File: src/rtl/williams_mem_arbiter.sv
// williams_mem_arbiter
//   Shares one single-port memory between the CPU and the ROM download path.
//   Download bytes are queued in a small FIFO and written during idle slots;
//   the CPU is held off during a download and until the queue has drained.
//   Once that is no longer the case, the CPU gets at most MAX_CPU_RUN back-to-back
//   grants while the queue is non-empty, and then one queued byte is written.
//
// Ports
//   clk_sys, reset_n               clock, asynchronous active-low reset
//   cpu_req/cpu_we/cpu_addr/cpu_din CPU request (held until cpu_ack)
//   cpu_dout, cpu_ack              read data (valid with ack), 1-cycle ack
//   dl_active/dl_wr/dl_addr/dl_data download stream from the HPS
//   dl_wait, dl_ovf                backpressure, sticky dropped-byte flag
//   mem_addr/mem_din/mem_we        memory bus (registered)
//   mem_dout                       memory read data, one cycle after mem_addr
//   state_dbg                      current FSM state, for observation
//
// CPU handshake: cpu_req is raised with cpu_we/cpu_addr/cpu_din stable and held
// until the single-cycle cpu_ack. A write acks in the cycle after the grant
// edge; a read acks one cycle later, with cpu_dout valid in the ack cycle.
module williams_mem_arbiter #(
  parameter int MAX_CPU_RUN = 8,
  parameter int FIFO_DEPTH  = 4
) (
  input  logic        clk_sys,
  input  logic        reset_n,
  input  logic        cpu_req,
  input  logic        cpu_we,
  input  logic [15:0] cpu_addr,
  input  logic [7:0]  cpu_din,
  output logic [7:0]  cpu_dout,
  output logic        cpu_ack,
  input  logic        dl_active,
  input  logic        dl_wr,
  input  logic [15:0] dl_addr,
  input  logic [7:0]  dl_data,
  output logic        dl_wait,
  output logic        dl_ovf,
  output logic [15:0] mem_addr,
  output logic [7:0]  mem_din,
  output logic        mem_we,
  input  logic [7:0]  mem_dout,
  output logic [2:0]  state_dbg
);

  localparam int PW = $clog2(FIFO_DEPTH);
  localparam int CW = $clog2(FIFO_DEPTH + 1);
  localparam int RW = $clog2(MAX_CPU_RUN + 1);

  typedef enum logic [2:0] {
    S_IDLE        = 3'd0,
    S_CPU_RD      = 3'd1,
    S_CPU_RD_DATA = 3'd2,
    S_CPU_WR      = 3'd3,
    S_DL_WR       = 3'd4
  } state_t;

  state_t        state;
  logic [15:0]   fifo_addr [FIFO_DEPTH];
  logic [7:0]    fifo_data [FIFO_DEPTH];
  logic [PW-1:0] wr_ptr;
  logic [PW-1:0] rd_ptr;
  logic [CW-1:0] fifo_cnt;
  logic [CW-1:0] cnt_next;
  logic [RW-1:0] run_cnt;
  logic          drain_q;
  logic [7:0]    dout_q;

  logic fifo_empty;
  logic fifo_full;
  logic cpu_blocked;
  logic force_dl;
  logic grant_cpu;
  logic grant_dl;
  logic push;
  logic pop;

  always_comb begin
    fifo_empty  = (fifo_cnt == '0);
    fifo_full   = (fifo_cnt == CW'(FIFO_DEPTH));
    // drain_q keeps the CPU off after a download ends until the queue is empty
    cpu_blocked = dl_active | drain_q;
    force_dl    = !fifo_empty && (run_cnt == RW'(MAX_CPU_RUN));
    grant_cpu   = (state == S_IDLE) && cpu_req && !cpu_blocked && !force_dl;
    grant_dl    = (state == S_IDLE) && !grant_cpu && !fifo_empty;
    pop         = grant_dl;
    // a full queue still accepts a byte when the head leaves on the same edge
    push        = dl_wr && (!fifo_full || pop);
    cnt_next    = fifo_cnt + CW'(push) - CW'(pop);
  end

  // Read data is passed straight through in the ack cycle and held afterwards.
  assign cpu_dout  = (state == S_CPU_RD_DATA) ? mem_dout : dout_q;
  assign state_dbg = state;

  // Queue storage carries no reset; only the pointers and count define content.
  always_ff @(posedge clk_sys) begin
    if (push) begin
      fifo_addr[wr_ptr] <= dl_addr;
      fifo_data[wr_ptr] <= dl_data;
    end
  end

  always_ff @(posedge clk_sys or negedge reset_n) begin
    if (!reset_n) begin
      state    <= S_IDLE;
      wr_ptr   <= '0;
      rd_ptr   <= '0;
      fifo_cnt <= '0;
      run_cnt  <= '0;
      drain_q  <= 1'b0;
      dout_q   <= 8'h00;
      cpu_ack  <= 1'b0;
      mem_we   <= 1'b0;
      mem_addr <= 16'h0000;
      mem_din  <= 8'h00;
      dl_wait  <= 1'b0;
      dl_ovf   <= 1'b0;
    end else begin
      if (push) wr_ptr <= wr_ptr + PW'(1);
      if (pop)  rd_ptr <= rd_ptr + PW'(1);
      fifo_cnt <= cnt_next;
      dl_wait  <= (cnt_next >= CW'(FIFO_DEPTH - 1));
      if (dl_wr && !push) dl_ovf <= 1'b1;

      if (dl_active)       drain_q <= 1'b1;
      else if (fifo_empty) drain_q <= 1'b0;

      if (fifo_empty) run_cnt <= '0;

      mem_we  <= 1'b0;
      cpu_ack <= 1'b0;

      case (state)
        S_IDLE: begin
          if (grant_cpu) begin
            mem_addr <= cpu_addr;
            run_cnt  <= fifo_empty ? '0 : run_cnt + RW'(1);
            if (cpu_we) begin
              mem_din <= cpu_din;
              mem_we  <= 1'b1;
              cpu_ack <= 1'b1;
              state   <= S_CPU_WR;
            end else begin
              state <= S_CPU_RD;
            end
          end else if (grant_dl) begin
            mem_addr <= fifo_addr[rd_ptr];
            mem_din  <= fifo_data[rd_ptr];
            mem_we   <= 1'b1;
            run_cnt  <= '0;
            state    <= S_DL_WR;
          end
        end
        S_CPU_RD: begin
          // memory returns data during the next cycle; ack lines up with it
          cpu_ack <= 1'b1;
          state   <= S_CPU_RD_DATA;
        end
        S_CPU_RD_DATA: begin
          dout_q <= mem_dout;
          state  <= S_IDLE;
        end
        S_CPU_WR: state <= S_IDLE;
        S_DL_WR:  state <= S_IDLE;
        default:  state <= S_IDLE;
      endcase
    end
  end

endmodule

File: config.mk
export PLATFORM = sky130hd
export DESIGN_NAME = williams_mem_arbiter
export DESIGN_NICKNAME = d
export VERILOG_FILES = /design/src/rtl/williams_mem_arbiter.sv
export SDC_FILE = /design/constraint.sdc
export NUM_CORES = 1
export LEC_CHECK = 0
export CORE_MARGIN = 2
export CORE_UTILIZATION = 55
export CTS_BUF_LIST = sky130_fd_sc_hd__clkbuf_8
export CTS_CLUSTER_SIZE = 14
export DETAILED_ROUTE_END_ITERATION = 8
export PLACE_DENSITY = 0.91
export RECOVER_POWER = 25
export SKIP_LAST_GASP = 1
export SLEW_MARGIN = 20
export SYNTH_ARGS = -nofsm -noshare
export SYNTH_HDL_FRONTEND = slang
export SYNTH_SLANG_ARGS = --single-unit
export TNS_END_PERCENT = 5
File: constraint.sdc
create_clock -name clk_sys -period 3.4 [get_ports clk_sys]
set_input_delay 0.68 -clock clk_sys [delete_from_list [all_inputs] [get_ports clk_sys]]
set_output_delay 0.68 -clock clk_sys [all_outputs]
set_load 0.01 [all_outputs]
**Word level (Yosys, flattened, before mapping)**

Memory sizes are Yosys's and may differ from the RTL's.
Cells that the tools add are included.

- Memories: 2
- Bits in writable memories: 96
- Flip-flop bits (word level): 51
- Word-level logic and storage cells: 74

- Bitwise gates (word level): 1
- Reduce and logical (&&, ||, !) cells: 21
- Muxes and demuxes: 25
- Equal/unequal tests: 6
- Order comparisons: 1
- Add/sub/neg operators: 5

Memory list:

| name | depth | width | rd ports | clocked after Yosys merged registers in | wr ports | RTL line | RTL |
|---|---|---|---|---|---|---|---|
| fifo_addr | 4 | 16 | 1 | 0 | 1 | 59 | `logic [15:0] fifo_addr [FIFO_DEPTH];` |
| fifo_data | 4 | 8 | 1 | 0 | 1 | 60 | `logic [7:0] fifo_data [FIFO_DEPTH];` |

Operators by type and width:

| operator | number |
|---|---|
| $mux 16 | 2 |
| $mux 8 | 4 |
| $mux 4 | 5 |
| $mux 1 | 9 |
| $logic_and 1x1->1 | 8 |
| $logic_not 1->1 | 6 |
| $logic_not 3->1 | 2 |
| $mux 3 | 2 |
| $pmux 3 s2 | 1 |
| $add 2x1->2 const B | 2 |
| $add 4x1->4 const B | 1 |
| $eq 4x4->1 const B | 1 |
| $reduce_bool 2->1 | 2 |
| $add 3x1->3 | 1 |
| $eq 3x1->1 const B | 1 |
| $eq 3x2->1 const B | 1 |
| $eq 3x3->1 const B | 1 |
| $ge 3x2->1 const B | 1 |
| $ne 3x3->1 const B | 1 |
| $reduce_and 3->1 | 1 |
| $sub 3x1->3 | 1 |
| $mux 2 | 1 |
| $ne 2x2->1 const B | 1 |
| $pmux 1 s2 | 1 |
| other kinds (3) | 3 |

**Depth between registers and ports, before layout**

Gate-level depths: netlist (run 1).

- Depth after elaboration: 13
- Depth in mapped cells: 12
- Gate-level depth less buffers: 12

**Least setup slack after synthesis (run 1)**

Ideal clock, no wire load.

- Path kind: input to register
- Start point: input dl_active
- End point: register dl_wait
- Stages on the path: 10
- Setup slack: 0.737 ns
- Data required time: 3.282 ns
- Arrival: 2.545 ns
- Path buffers: 0
- Cells stage by stage: or3b_2 -> o21ai_1 -> a31oi_1 -> inv_1 -> ha_1 -> inv_1 -> ha_1 -> fa_1 -> xnor2_1 -> a21o_1

- Longest elaborated chain between the ends: 12

RTL lines:

| element | RTL line | RTL |
|---|---|---|
| start: declaration | 33 | `input logic dl_active,` |
| $or 1x1->1 * | 82 | `cpu_blocked = dl_active \| drain_q;` |
| $logic_not 1->1 * | 84 | `grant_cpu = (state == S_IDLE) && cpu_req && !cpu_blocked && !force_dl;` |
| $logic_and 1x1->1 * (2 in a row) | 84 |  |
| $logic_not 1->1 * | 85 | `grant_dl = (state == S_IDLE) && !grant_cpu && !fifo_empty;` |
| $logic_and 1x1->1 * (2 in a row) | 85 |  |
| $logic_or 1x1->1 | 88 | `push = dl_wr && (!fifo_full \|\| pop);` |
| $logic_and 1x1->1 | 88 |  |
| $add 3x1->3 | 89 | `cnt_next = fifo_cnt + CW'(push) - CW'(pop);` |
| $sub 3x1->3 * | 89 |  |
| net cnt_next[2] | 64 | `logic [CW-1:0] cnt_next;` |
| $ge 3x2->1 * | 123 | `dl_wait <= (cnt_next >= CW'(FIFO_DEPTH - 1));` |
| end signal: assignment | 123 |  |
| end: declaration | 37 | `output logic dl_wait,` |

The timed path passes the listed nets; every way through them passes the cells marked *.
A chain may end at the register's enable or synchronous reset.

**Worst setup path after layout (run 1)**

- Start point: register state[1], in the netlist state_dbg[1]
- End point: output cpu_dout[0]

- Longest elaborated chain between the ends: 2

RTL lines:

| element | RTL line | RTL |
|---|---|---|
| start: declaration | 58 | `state_t state;` |
| start signal: assignment | 106 | `state <= S_IDLE;` |
| start signal: assignment | 143 | `state <= S_CPU_WR;` |
| start signal: assignment | 145 | `state <= S_CPU_RD;` |
| $eq 3x2->1 | 93 | `assign cpu_dout = (state == S_CPU_RD_DATA) ? mem_dout : dout_q;` |
| $mux 8 | -- |  |
| end: declaration | 31 | `output logic [7:0] cpu_dout,` |

Every way passes these cells.

==> results of run 1 <==
area by class of cell:
cell class / instances / area [um^2] / share of cell area (%)
inverters: 10 / 37.5 / 0.500
clock buffers: 20 / 275 / 3.66
flip-flops and latches: 147 / 4160 / 55.4
multi-input cells: 157 / 1620 / 21.5
repair buffers: 111 / 1110 / 14.8
well taps: 136 / 170 / 2.26
clock inverters: 12 / 138 / 1.83
placed cells by master, fill, tap and decap left out, types with 2 or more instances in the layout:
cell type	instances
a21oi_1	2
bufinv_16	3
mux2_4	2
mux2_2	23
a21o_1	2
dfrtp_1	50
xnor2_1	3
nor2_1	4
buf_4	8
o21ai_0	18
inv_4	2
inv_1	12
nand2_1	23
ha_1	8
o21ai_1	3
buf_12	3
and2_1	4
edfxtp_1	96
dlygate4sd3_1	16
nor3b_2	2
a211oi_1	2
mux4_2	24
xor2_1	2
mux2i_1	16
nor3_4	2
clkinv_2	3
clkdlybuf4s50_1	83
or3_1	2
clkbuf_8	20
flip-flops by register name (all words and copies together), names as in the netlist, 2 cells and up:
name,count
mem_din,8
wr_ptr,2
state_dbg,3
rd_ptr,2
dout_q,8
mem_addr,16
fifo_addr,64
fifo_cnt,3
fifo_data,32
run_cnt,4
synth_stat cells, types with 8 or more instances:
cell	count
mux4_2	24
dfrtp_1	51
mux2i_1	16
o21ai_0	18
nand2_1	23
inv_1	9
mux2_2	23
edfxtp_1	96
ha_1	8
kinds of logic (layout without fill, tap and decap cells):
kind of cell,Yosys count,after routing
XOR/XNOR,5,5
buffers and inverters,21,153
flip-flops,147,147
AND/OR/NAND/NOR,43,43
multiplexers,65,65
AO/OA/AOI/OAI,35,35
adder cells (fa/ha/maj),9,9
per-stage QoR:
step	instances	cell area, um^2
5_1_grt	593	7510
4_1_cts	593	7520
3_5_place_dp	561	7100
2_1_floorplan	325	5890
3_3_place_gp	561	7100
6_report	593	7510
worst max path at each step:
stage | from | cells after the start | slack [ns] | endpoint
finish | state_dbg[1] | 3 | 0.37 | cpu_dout[0]
global route | state_dbg[1] | 3 | 0.22 | cpu_dout[1]
CTS | state_dbg[1] | 3 | 0.32 | cpu_dout[1]
detailed placement | dl_active | 9 | 0.18 | dl_wait
global placement | dl_active | 10 | 0.28 | dl_wait
floorplan | dl_active | 10 | 0.74 | dl_wait
power by group through the flow:
stage	clock, mW	sequential (mW)	combinational, mW
finish	1.38	2.73	2.19
global route	1.49	2.79	2.38
CTS	1.40	2.74	2.23
detailed placement	0	2.77	2.22
global placement	0	2.73	2.11
floorplan	0	2.72	1.33
critical path, stage by stage, from the launching register on:
cell	delay [ns]
dfrtp_1	0.46
nor3b_2	0.57
mux2_2	0.41
clkdlybuf4s50_1	0.49
metal layers:
layer  track usage, %  wire length, um  vias up
met5                0                0        -
met4             8.24              179        0
met3             5.69              772       20
met2             37.1             6190      133
met1             25.0             4310     1672
li1                 -                -     1486
==> flow_metrics.tcl, run 1 <==
set metrics [dict create \
    numCtsBuffers 17 \
    fin_setup_tns_ns 0 \
    switching_share_pct 30.1 \
    portBuffers 100 \
    synth_xor_xnor_area_share_pct 0.744 \
    violations "capacitance limit, slew limit" \
    viasPerCell 5.58 \
    wl_per_cell_um 19.3 \
    combPwrFrac_pct 34.8 \
    antenna_cells 0 \
    first_pass_iters 4 \
    critPathKind "reg -> out" \
    hpwl_um 7950 \
    synthMuxAreaShare_pct 16.8 \
    wirelength_um 11500 \
    num_vias 3311 \
    grt_overflow_total 0 \
    place.gp.congestion 0.792 \
    holdWs_ns 0.483 \
    synthAdderAreaFrac_pct 2.04 \
    clk_pin_slew_ns 0.07 \
    route.detailed.drc 0 \
    hp-class "reg -> reg" \
    start_kind "flop" \
    htree_levels 4 \
    grt_pass1_vias 3544 \
    netlist.top_cell.by_area "edfxtp_1" \
    status "complete, but fails checks" \
    maxCapViolCount 1 \
    clockRootBuffer "clkbuf_8" \
    synth_area_um2 5890 \
    synthArstFlopShare_pct 34.7 \
    synth_seq_cells 147 \
    whs_endpoint "mem_addr[12]" \
    reg2reg_slack_ns 0.76 \
    yosysUniqueCellTypes 40 \
    crit_required_ns 2.72 \
    final_core_util_pct 72.5 \
    grt_start_max_net_pins 33 \
    synth_area_leaders "edfxtp_1, dfrtp_1, mux4_2" \
    power.total_mw 6.31 \
    dp_slack_ns 0.179 \
    post_cts_buffers 0 \
    grt_pass1_wl_um 17700 \
    fmax_mhz 330 \
    finClkSkew_ns 0.0106 \
    antenna_found_initial 0 \
    synth_nets 396 \
    synth_top_family_by_area "multiplexers" \
    dieArea_um2 11600 \
    period_needed_ns 3.03 \
    clk_latency_ns 0.43 \
    dieWidth_um 107 \
    die_h_um 107 \
    fin_crit_sh_pct 89.1 \
    synth_edf_count 96 \
    ys_seq_area_share_pct 70.6 \
    leakage_nw 2.90 \
    r2r_cells 10 \
    cts_tree "built" \
    synth_compound_area_share_pct 3.76 \
    fin_nets 515 \
    setup_violations 0 \
    clockBufferDepth 2 \
    slew_violations 33 \
    reg2reg_to "dl_wait" \
    synth_flop_cell "edfxtp_1" \
    start_util_pct 56.8 \
    hold_viol 0 \
    grt_usage_pct 21.2 \
    slew_headroom_pct -21.0 \
    rsz0062_at_grt "no" \
    core_area_um2 10400 \
    cts_sinks 147 \
    fp-row-count 37 \
    timing.rr.start "state_dbg[2]" \
    p_seq_share_pct 43.3 \
    power_per_cell_area_nw_per_um2 840 \
    synth_cells 325 \
    hold_path_depth 2 \
    critical_path.max_fanout 8 \
    tightest_slew_ns 1.81 \
    synth_simple_gate_area_share_pct 4.08 \
    cts_resized 0 \
    areaGrowthSynthToFinish_pct 27.6 \
    worstHoldStart "mem_addr[12]" \
    io_pins 101 \
    drive_gt1_share_pct 21.7 \
    p_switching_mw 1.90 \
    crit_arrival_ns 2.35 \
    drtAntennaViolNets 0 \
    peakVddDrop_mv 0.398 \
    fin_ws_ns 0.371 \
    p_int_mw 4.41 \
    ys_warn_count 0 \
    end_kind "output port" \
    synth_top_area_share_pct 48.9 \
    nFillCells 621 \
    cts_hold_buf 0 \
    clkPwrFrac_pct 21.9 \
    drt_iter0_markers 159 \
    synth_area_per_cell_um2 18.1 \
]
No activity file was read; power rests on OpenSTA's default activity.
==> run 2: changes to the inputs <==
CORE_UTILIZATION = 26   (was 55)
PLACE_DENSITY = 0.54   (was 0.91)
==> run 2 against run 1 <==
Compared with the run above:
- the run now ends clean
- global-route usage is 11 points lower
- first-iteration DRC count shrank 1.9%
- maximum frequency barely moved
- clock skew up 0.0077 ns
- critical path depth stayed put
- clock-buffer cell count is 3 lower
- cell count is 25% higher
- core utilization down 38 points
- sequential cell count is the same
- combinational power about the same
- clock power decreased by 8%
- die area rose by 110%
- largest cell class unchanged
- largest power group unchanged
==> flow_metrics.tcl, run 2 (same netlist as run 1, synthesis figures left out) <==
set metrics [dict create \
    status "completed" \
    fmax_mhz 330 \
    first_pass_iters 4 \
    critPathKind "reg -> out" \
    viasPerCell 4.30 \
    clk_latency_ns 0.44 \
    switching_share_pct 32.5 \
    cts_sinks 147 \
    power_per_cell_area_nw_per_um2 806 \
    post_cts_buffers 0 \
    fin_setup_tns_ns 0 \
    final_cells 742 \
    cts_hold_buf 0 \
    mostFrequentLayoutCell "edfxtp_1" \
    fp-row-count 55 \
    crit_required_ns 2.72 \
    areaGrowthSynthToFinish_pct 30.1 \
    holdWs_ns 0.494 \
    regMostFlops "fifo_addr" \
    numCtsBuffers 17 \
    peakVddDrop_mv 0.315 \
    hp-class "reg -> reg" \
    wl_per_cell_um 16.2 \
    drive_gt1_share_pct 22.1 \
    fin_nets 515 \
    antenna_cells 0 \
    portBuffers 100 \
    clk_pin_slew_ns 0.09 \
    grt_usage_pct 10.6 \
    worstHoldStart "mem_addr[8]" \
    slew_headroom_pct 13.1 \
    crit_arrival_ns 2.35 \
    hold_viol 0 \
    place.gp.congestion 0.726 \
    cts_tree "built" \
    cts_resized 0 \
    cp_cell_sequence "nor3b_2, mux2_2, clkdlybuf4s50_1" \
    timing.rr.start "run_cnt[0]" \
    drt_iter0_markers 156 \
    clkPwrFrac_pct 20.6 \
    combPwrFrac_pct 35.8 \
    dp.cells 710 \
    reg_top3 "fifo_addr (64), fifo_data (32), mem_addr (16)" \
    grt_start_max_net_pins 33 \
    fin_crit_sh_pct 89.1 \
    p_switching_mw 2.00 \
    critPathSlowestCell "nor3b_2" \
    p_int_mw 4.17 \
    num_vias 3194 \
    final_core_util_pct 34.2 \
    finClkSkew_ns 0.0184 \
    die_h_um 155 \
    route.detailed.drc 0 \
    start_util_pct 26.3 \
    hpwl_um 8250 \
    crit_path_max_incr_delay_ns 0.57 \
    cp-startpoint "state_dbg[1]" \
    core_area_um2 22400 \
    path_buf_inv 1 \
    dieWidth_um 155 \
    leakage_nw 2.87 \
    dieArea_um2 23900 \
    drtAntennaViolNets 0 \
    largest_reg_flops 64 \
    wirelength_um 12000 \
    io_pins 101 \
    setup_violations 0 \
    layout_common_cells "edfxtp_1, clkdlybuf4s50_1, dfrtp_1" \
    antenna_found_initial 0 \
    maxCapViolCount 0 \
    critical_path.max_fanout 8 \
    slew_violations 0 \
    grt_overflow_total 0 \
    path_delay_family "simple AND/OR/NAND/NOR gates" \
    htree_levels 4 \
    grt_pass1_vias 3475 \
    tightest_slew_ns 1.30 \
    grt_pass1_wl_um 19100 \
    end_kind "output port" \
    start_kind "flop" \
    dpl_cell_area_um2 7290 \
    rsz0062_at_grt "no" \
    clockBufferDepth 2 \
    final_cell_area_um2 7660 \
    p_seq_share_pct 43.6 \
    clockRootBuffer "clkbuf_8" \
    period_needed_ns 3.03 \
]
[run 2: changes by cell type in the layout (fill, tap and decap cells not counted), moves of 2 or more]
cell       before  now
inv_8           0    5
clkbuf_8       20   17
bufinv_16       3    0
clkinv_2        3    1
inv_6           0    4
inv_4           2    0
inv_1          12    9
[run 2: power by group through the flow]
stage / logic [mW] / registers (mW) / clock network (mW)
final: 2.21 / 2.69 / 1.27
after global routing: 2.45 / 2.75 / 1.41
after CTS: 2.29 / 2.70 / 1.33
after detailed placement: 2.28 / 2.74 / 0
after global placement: 2.24 / 2.72 / 0
after floorplan: 1.33 / 2.72 / 0
[run 2: cell type report]
type | count | area, um^2
Fill cell | 2182 | 14800
Sequential cell | 147 | 4160
Multi-Input combinational cell | 157 | 1620
Timing Repair Buffer | 111 | 1110
Tap cell | 285 | 357
Clock buffer | 17 | 234
Clock inverter | 15 | 141
Inverter | 10 | 37.5
[run 2: metal layers]
layer  GRT usage [%]  share of wire (%)  vias up
met5               0                  0        -
met4            3.13                1.0        0
met3            3.70                4.2       12
met2            18.0                 50       79
met1            12.9                 44     1617
li1                -                  -     1486
[run 2: worst min-delay path, cell delays in order (launching register included)]
cell     delay (ns)
dfrtp_1        0.35
nand2_1        0.05
o21ai_0        0.06
[run 2: final timing paths]
kind / endpoint / cells after the start / slack (ns)
setup reg to reg: dl_wait / 9 / 0.75
setup / recovery: cpu_dout[0] / 3 / 0.37
hold / removal: mem_addr[8] / 2 / 0.49
min in group asynchronous: mem_addr[13] / 1 / 0.50
hold reg to reg: mem_addr[8] / 2 / 0.49
max in group asynchronous: rd_ptr[0] / 2 / 1.77
[run 2: metrics by stage]
step / setup slack (ns) / power, mW
2_1_floorplan: 0.737 / 4.05
3_3_place_gp: 0.243 / 4.95
3_5_place_dp: 0.206 / 5.02
4_1_cts: 0.279 / 6.32
5_1_grt: 0.158 / 6.61
6_report: 0.369 / 6.18
